[src/rtl/sha256_pkg.sv]
// Shared SHA-256 constants, schedule FSM encoding and the small-sigma functions
// used by both the message schedule and the round datapath.
package sha256_pkg;

    localparam int WORD_W    = 32;
    localparam int BLK_WORDS = 16;
    localparam int ROUNDS    = 64;

    localparam logic [3:0] LD_LAST = 4'd15;
    localparam logic [5:0] T_LAST  = 6'd63;

    typedef logic [WORD_W-1:0] word_t;

    typedef enum logic [1:0] {
        IDLE   = 2'd0,
        LOAD   = 2'd1,
        EXPAND = 2'd2,
        DONE   = 2'd3
    } state_t;

    function automatic word_t rotr(input word_t x, input int n);
        return (x >> n) | (x << (WORD_W - n));
    endfunction

    function automatic word_t small_sigma0(input word_t x);
        return rotr(x, 7) ^ rotr(x, 18) ^ (x >> 3);
    endfunction

    function automatic word_t small_sigma1(input word_t x);
        return rotr(x, 17) ^ rotr(x, 19) ^ (x >> 10);
    endfunction

endpackage

[src/rtl/sha256_msg_schedule_if.sv]
// Stream bundle between the message memory, the schedule block and the round datapath.
interface sha256_msg_schedule_if;

    logic                blk_start;
    sha256_pkg::word_t   word_in;
    logic                word_in_valid;
    logic                word_in_ready;
    sha256_pkg::word_t   w_out;
    logic                w_valid;
    logic                w_ready;
    logic [5:0]          round_idx;
    logic                busy;
    logic                done;

    modport master (
        output blk_start, word_in, word_in_valid, w_ready,
        input  word_in_ready, w_out, w_valid, round_idx, busy, done
    );

    modport slave (
        input  blk_start, word_in, word_in_valid, w_ready,
        output word_in_ready, w_out, w_valid, round_idx, busy, done
    );

endinterface

[src/rtl/sha256_w_expand.sv]
// Combinational schedule recurrence: the word that enters the top of the window
// when the oldest word is consumed.
module sha256_w_expand
    import sha256_pkg::*;
(
    input  word_t win0,
    input  word_t win1,
    input  word_t win9,
    input  word_t win14,
    output word_t win15_next
);

    assign win15_next = small_sigma1(win14) + win9 + small_sigma0(win1) + win0;

endmodule

[src/rtl/sha256_msg_schedule.sv]
// SHA-256 message schedule: loads 16 words, then streams W[0..63] out of a
// 16-word shift window with the round index alongside.
module sha256_msg_schedule
    import sha256_pkg::*;
(
    input  logic                 clk,
    input  logic                 reset,
    sha256_msg_schedule_if.slave bus
);

    state_t     state_r;
    state_t     state_s;
    word_t      win_r [BLK_WORDS];
    logic [3:0] ld_cnt_r;
    logic [5:0] t_r;
    word_t      win15_s;
    logic       load_acc_s;
    logic       emit_acc_s;
    logic       word_in_ready_s;
    logic       w_valid_s;
    logic       busy_s;
    logic       done_s;

    sha256_w_expand u_expand (
        .win0       (win_r[0]),
        .win1       (win_r[1]),
        .win9       (win_r[9]),
        .win14      (win_r[14]),
        .win15_next (win15_s)
    );

    // Handshake and status flags decoded from the state register
    always_comb begin
        word_in_ready_s = 1'b0;
        w_valid_s       = 1'b0;
        busy_s          = 1'b0;
        done_s          = 1'b0;
        case (state_r)
            IDLE: begin
                busy_s = 1'b0;
            end
            LOAD: begin
                word_in_ready_s = 1'b1;
                busy_s          = 1'b1;
            end
            EXPAND: begin
                w_valid_s = 1'b1;
                busy_s    = 1'b1;
            end
            DONE: begin
                done_s = 1'b1;
                busy_s = 1'b1;
            end
            default: begin
                busy_s = 1'b0;
            end
        endcase
    end

    assign load_acc_s = word_in_ready_s & bus.word_in_valid;
    assign emit_acc_s = w_valid_s & bus.w_ready;

    // Next-state selection
    always_comb begin
        state_s = state_r;
        case (state_r)
            IDLE: begin
                if (bus.blk_start) state_s = LOAD;
                else               state_s = IDLE;
            end
            LOAD: begin
                if (load_acc_s && (ld_cnt_r == LD_LAST)) state_s = EXPAND;
                else                                     state_s = LOAD;
            end
            EXPAND: begin
                if (emit_acc_s && (t_r == T_LAST)) state_s = DONE;
                else                               state_s = EXPAND;
            end
            DONE: begin
                state_s = IDLE;
            end
            default: begin
                state_s = IDLE;
            end
        endcase
    end

    // State register
    always_ff @(posedge clk or posedge reset) begin
        if (reset) state_r <= IDLE;
        else       state_r <= state_s;
    end

    // Window load, shift-and-expand, and the load/round counters
    always_ff @(posedge clk or posedge reset) begin
        if (reset) begin
            for (int i = 0; i < BLK_WORDS; i++) win_r[i] <= 32'h0000_0000;
            ld_cnt_r <= 4'd0;
            t_r      <= 6'd0;
        end else begin
            case (state_r)
                IDLE: begin
                    if (bus.blk_start) ld_cnt_r <= 4'd0;
                end
                LOAD: begin
                    if (load_acc_s) begin
                        win_r[ld_cnt_r] <= bus.word_in;
                        ld_cnt_r        <= ld_cnt_r + 4'd1;
                    end
                end
                EXPAND: begin
                    // Expansion also runs past t=48; those words are never emitted
                    if (emit_acc_s) begin
                        for (int i = 0; i < BLK_WORDS - 1; i++) win_r[i] <= win_r[i+1];
                        win_r[BLK_WORDS-1] <= win15_s;
                        t_r                <= t_r + 6'd1;
                    end
                end
                default: begin
                    t_r <= t_r;
                end
            endcase
        end
    end

    assign bus.word_in_ready = word_in_ready_s;
    assign bus.w_valid       = w_valid_s;
    assign bus.w_out         = win_r[0];
    assign bus.round_idx     = t_r;
    assign bus.busy          = busy_s;
    assign bus.done          = done_s;

endmodule
[src/flat_wrapper.sv]
// flat-port wrapper written by rule: the top's interface ports become plain ports
module sha256_msg_schedule_flat import sha256_pkg::*;
  (clk, reset, bus_blk_start, bus_word_in, bus_word_in_valid, bus_w_ready, bus_word_in_ready, bus_w_out, bus_w_valid, bus_round_idx, bus_busy, bus_done);
  sha256_msg_schedule_if bus_i ();
  input  logic clk;
  input  logic reset;
  input wire logic [$bits(bus_i.blk_start)-1:0] bus_blk_start;
  input wire logic [$bits(bus_i.word_in)-1:0] bus_word_in;
  input wire logic [$bits(bus_i.word_in_valid)-1:0] bus_word_in_valid;
  input wire logic [$bits(bus_i.w_ready)-1:0] bus_w_ready;
  output wire logic [$bits(bus_i.word_in_ready)-1:0] bus_word_in_ready;
  output wire logic [$bits(bus_i.w_out)-1:0] bus_w_out;
  output wire logic [$bits(bus_i.w_valid)-1:0] bus_w_valid;
  output wire logic [$bits(bus_i.round_idx)-1:0] bus_round_idx;
  output wire logic [$bits(bus_i.busy)-1:0] bus_busy;
  output wire logic [$bits(bus_i.done)-1:0] bus_done;
  assign bus_i.blk_start = bus_blk_start;
  assign bus_i.word_in = bus_word_in;
  assign bus_i.word_in_valid = bus_word_in_valid;
  assign bus_i.w_ready = bus_w_ready;
  assign bus_word_in_ready = bus_i.word_in_ready;
  assign bus_w_out = bus_i.w_out;
  assign bus_w_valid = bus_i.w_valid;
  assign bus_round_idx = bus_i.round_idx;
  assign bus_busy = bus_i.busy;
  assign bus_done = bus_i.done;
  sha256_msg_schedule u_core (.clk(clk), .reset(reset), .bus(bus_i));
endmodule
[config.mk]
export PLATFORM = sky130hd
export DESIGN_NAME = sha256_msg_schedule_flat
export DESIGN_NICKNAME = d
export VERILOG_FILES = /design/src/rtl/sha256_pkg.sv /design/src/rtl/sha256_msg_schedule_if.sv /design/src/rtl/sha256_w_expand.sv /design/src/rtl/sha256_msg_schedule.sv /design/src/flat_wrapper.sv
export SDC_FILE = /design/constraint.sdc
export NUM_CORES = 2
export LEC_CHECK = 0
export ABC_AREA = 0
export BUFFER_PORTS_ARGS = -buffer_cell sky130_fd_sc_hd__buf_2
export CAP_MARGIN = 0
export CORE_AREA = 3 3 240 242
export DETAILED_ROUTE_END_ITERATION = 8
export DIE_AREA = 0 0 243 245
export GPL_TIMING_DRIVEN = 0
export PLACE_DENSITY_LB_ADDON = 0.05
export REMOVE_ABC_BUFFERS = 1
export SLEW_MARGIN = 15
export SYNTH_ARGS = -nofsm -noshare
export SYNTH_HDL_FRONTEND = slang
export SYNTH_HIERARCHICAL = 1
export SYNTH_SLANG_ARGS = --single-unit
export TNS_END_PERCENT = 5
[constraint.sdc]
create_clock -name clk -period 18.5 [get_ports clk]
set_input_delay 2.775 -clock clk [delete_from_list [all_inputs] [get_ports clk]]
set_output_delay 2.775 -clock clk [all_outputs]
set_load 0.05 [all_outputs]
Yosys cells after proc, flatten, opt, wreduce, memory -nomap -nowiden
Cells that the tools add are included.

Add/sub/neg operators: 5. Magnitude comparators: 2. Equality and inequality tests: 8. Muxes and demuxes: 17. Bitwise logic cells: 11. Reductions and logical operators: 10.

Operators with widths (number): $mux W512 (2); $pmux W512 S2 (1); $bwmux W512 (1); $demux W32 S4 (1); $add A32 B32 Y32 (3); $xor A32 B32 Y32 (2); $mux W32 (1); $or A13 B32 Y32 (1); $or A14 B32 Y32 (1); $or A15 B32 Y32 (1); $or A25 B32 Y32 (1); $xor A32 B22 Y32 (1); $xor A32 B29 Y32 (1); $mux W4 (2); $pmux W2 S4 (1); $pmux W4 S2 (1); $add A6 B1 Y6 const B (1); $eq A6 B6 Y1 const B (1); $reduce_and A3 Y1 (2); $ge A5 B5 Y1 const B (1); $lt A5 B1 Y1 const B (1); $mux W1 (5); $not A4 Y5 (1); $add A4 B1 Y4 const B (1); other kinds (13) (19).

Register bits after elaboration: 524. Input port bits: 37. Output and inout port bits: 42. Word-level logic and storage cells: 72.

Logic depth before layout (Yosys ltp)
Depth after elaboration: 8. Mapped depth: 16. Mapped depth without buffers: 16.

By module
Netlist, hierarchy kept.

Modules (own cells, without submodules): sha256_msg_schedule (instances 1, cells an instance 2386, area an instance 27834.2 µm², seq. area each 13112.6 µm²); sha256_w_expand (instances 1, cells an instance 533, area an instance 4389.2 µm², seq. area each 0.0 µm²).

Worst setup path before layout
Ideal clock, no wire load.

Path type: register to output. From: reg u_core.state_r[0]. To: out bus_w_valid. Arrival time: 1457 ps. Setup slack: 14268 ps. Cell stages (with the launch flop): 8. Cells stage by stage: dfrtp_1 -> buf_4 -> nand2b_1 -> buf_2 -> buf_6 -> inv_2 -> buf_2 -> buf_2.

Word-level cells in the longest chain between the ends: 2.

Ends and longest elaborated chain: start, declared (line sha256_msg_schedule.sv:11) `state_t state_r;`; start signal, assigned (line sha256_msg_schedule.sv:91) `else state_r <= state_s;`; $eq A2 B2 Y1 (line sha256_msg_schedule.sv:38) `case (state_r)`; $mux W1 (line sha256_msg_schedule.sv:38); end, declared (line flat_wrapper.sv:13) `output wire logic [$bits(bus_i.w_valid)-1:0] bus_w_valid;`.

No other way between the ends.

==> flow_summary.toml <==
[routing]
ant_nets = 0
viasPerCell = 6.402
drt_iter0_drc = 2266
drt-wirelength-per-cell_um = 25.70
drt-pass1-iter-count = 5
drc = 0
drt-total-wl_mm = 92.93
vias = 23149

[floorplanning]
io_pins = 79
fp-row-count = 86
dieArea_um2 = 59540
dieWidth_um = 243
coreArea_um2 = 55310
start_util_pct = 58.26
die_h_um = 245

[grt]
overflow = 0
antenna_found_initial = 1
gr-usage-all-layers_pct = 31.19
grt_first_pass_wirelength_mm = 145.3
grt_pass1_vias = 23703
grt_max_degree = 125

[setup_path]
end_kind = "primary output"
crit_type = "flop to primary output"
timing.rr.end = "u_core/win_r[24]$_DFFE_PP0P_"
crit_path_top_delay_cell = "dfrtp_4"
cp_num_buf_inv = 4
crit_fanout = 124
path_cells = "nand2b_4, buf_16, inv_8, buf_16, buf_2"
setup.worst_path.start_class = "flop"
cpLargestDelayFamily = "buffers and inverters"
arrival_ps = 4080
worstReg2RegStart = "u_core/win_r[473]$_DFFE_PP0P_"
max_stage_delay_ps = 880
r2r_slack_ps = 13630
cp_common_cell = "buf_16"
r2r_cells = 15
worstPathRequired_ps = 15730

[clock_network]
postCtsSetupBuffers = 0
cts_tree = "yes"
clock_path_buffers = 3
cts_hold_buf = 0
tritoncts.num_buffers = 57
path_clk_slew_ps = 60
cts_root_buf = "clkbuf_16"
worst_skew_pair.late_latency_ps = 620
h-tree-depth = 2
cts.sinks = 524
post_cts_resized = 0

[sta]
finalCritPeriodShare_pct = 37.07
slew_viol_final = 0
relSlewSlack_pct = 39.12
worst_slew_pin_slew_ps = 913.2
tns_ps = 0
fmax_ghz = 0.1458
finalSetupViolations = 0
hold_viol_final = 0
rsz0062_at_grt = "no"
min_period_ps = 6859
skew_ps = 17.02

[logic_synthesis]
yosysWarnings = 6
ys_async_sr_fraction_pct = 100.0
synth_cell_types = 71
synth_cells = 2919
seq_area_frac_synth_pct = 40.69
synth_edf_count = 0
ys_seq_elements = 524
ys.flop_type = "dfrtp_1"
syn-cell-area_um2 = 32220
syn_area_per_cell_um2 = 11.04

[run_status]
outcome = "finished, final reports clean"

[worst_hold_path]
holdCritStartpoint = "u_core/win_r[281]$_DFFE_PP0P_"
hold_end = "u_core/win_r[281]$_DFFE_PP0P_"
hold_class = "flop to flop"
worstHoldPathCells = 1

[cells_and_area]
synthToLayoutAreaGrowth_pct = 9.012
drive_gt1_share_pct = 19.67
final_common_cell = "dfrtp_1"
n_fill_cell = 4474
final_area_um2 = 35130
mostFrequentLayoutCells = "dfrtp_1, mux2i_1, inv_1"
final_nets = 2956

[place]
place_congestion = 0.9402
io_buffers = 78
hpwl_mm = 65.57
place_area_um2 = 33260

[job]
drv_cap = 0
metrics by stage:
step	utilization (%)	hold slack, ps	setup WS [ps]	instances
global placement	57.64	467.8	-16720	3440
finish	63.51	492.4	11640	3616
floorplan	-	457.4	-4125	2614
global route	63.51	509.9	11480	3615
detailed placement	60.13	480.6	12340	3510
CTS	63.51	494.1	11670	3615
how the worst max path moves through the flow:
| stage | from | to | cells past startpoint |
|---|---|---|---|
| 2_1_floorplan | u_core/state_r[0]$_DFF_PP0_ | bus_w_valid | 2 |
| 3_3_place_gp | u_core/state_r[0]$_DFF_PP0_ | bus_w_valid | 3 |
| 4_1_cts | flop | bus_w_valid | 5 |
| 6_report | flop | bus_w_valid | 5 |
| 3_5_place_dp | flop | bus_w_valid | 5 |
| 5_1_grt | flop | bus_w_valid | 5 |
kinds of logic (layout without fill, tap and decap cells):
kind of cell | count (synthesis) | count (layout) | synth area share, %
multiplexers | 505 | 505 | 16.19
adder cells (fa/ha/maj) | 98 | 98 | 5.250
other | 0 | 1 | 0
XOR/XNOR | 151 | 151 | 4.104
buffers and inverters | 625 | 573 | 8.911
AND/OR/NAND/NOR | 380 | 380 | 8.935
AO/OA/AOI/OAI | 636 | 636 | 15.92
flip-flops | 524 | 524 | 40.69
registers in the layout, summed over array words and instances (netlist names), named ones only:
signal / count
u_core/ld_cnt_r: 4
u_core/bus.w_out: 32
u_core/win_r: 480
u_core/state_r: 1
u_core/bus.round_idx: 6
layer usage:
| metal | track usage (%) | vias up | routed length (µm) |
|---|---|---|---|
| li1 | - | 10243 | - |
| met1 | 45.76 | 11943 | 42190 |
| met2 | 49.15 | 803 | 42920 |
| met3 | 3.397 | 160 | 5224 |
| met4 | 9.385 | 0 | 2600 |
| met5 | 0 | - | 0 |
area by class of cell:
cell class	instances	area [µm²]	area share [%]
diodes	1	2.502	0.007124
clock buffers	93	1724	4.908
clock inverters	12	145.1	0.4132
inverters	320	1216	3.462
multi-input cells	1770	16280	46.36
flip-flops and latches	524	13120	37.35
well taps	748	935.9	2.664
repair buffers	148	1698	4.833
Yosys cell counts, types with 36 or more instances:
cell       number  share of area [%]
dfrtp_1       524                 41
mux2i_1       376                 12
inv_1         319                3.7
a2bb2oi_1     249                6.8
o31ai_1       221                5.1
or3b_2        213                5.8
clkbuf_1      130                1.5
xnor2_1        99                2.7
mux2_2         71                2.5
buf_2          67                1.0
fa_1           62                3.9
mux2_1         58                2.0
buf_4          53                1.2
xor2_1         52                1.4
nand4_1        43               0.83
ha_1           36                1.4
Power is not shown: default switching activity piles up to over one toggle a cycle in this logic, so the estimate is an artifact.
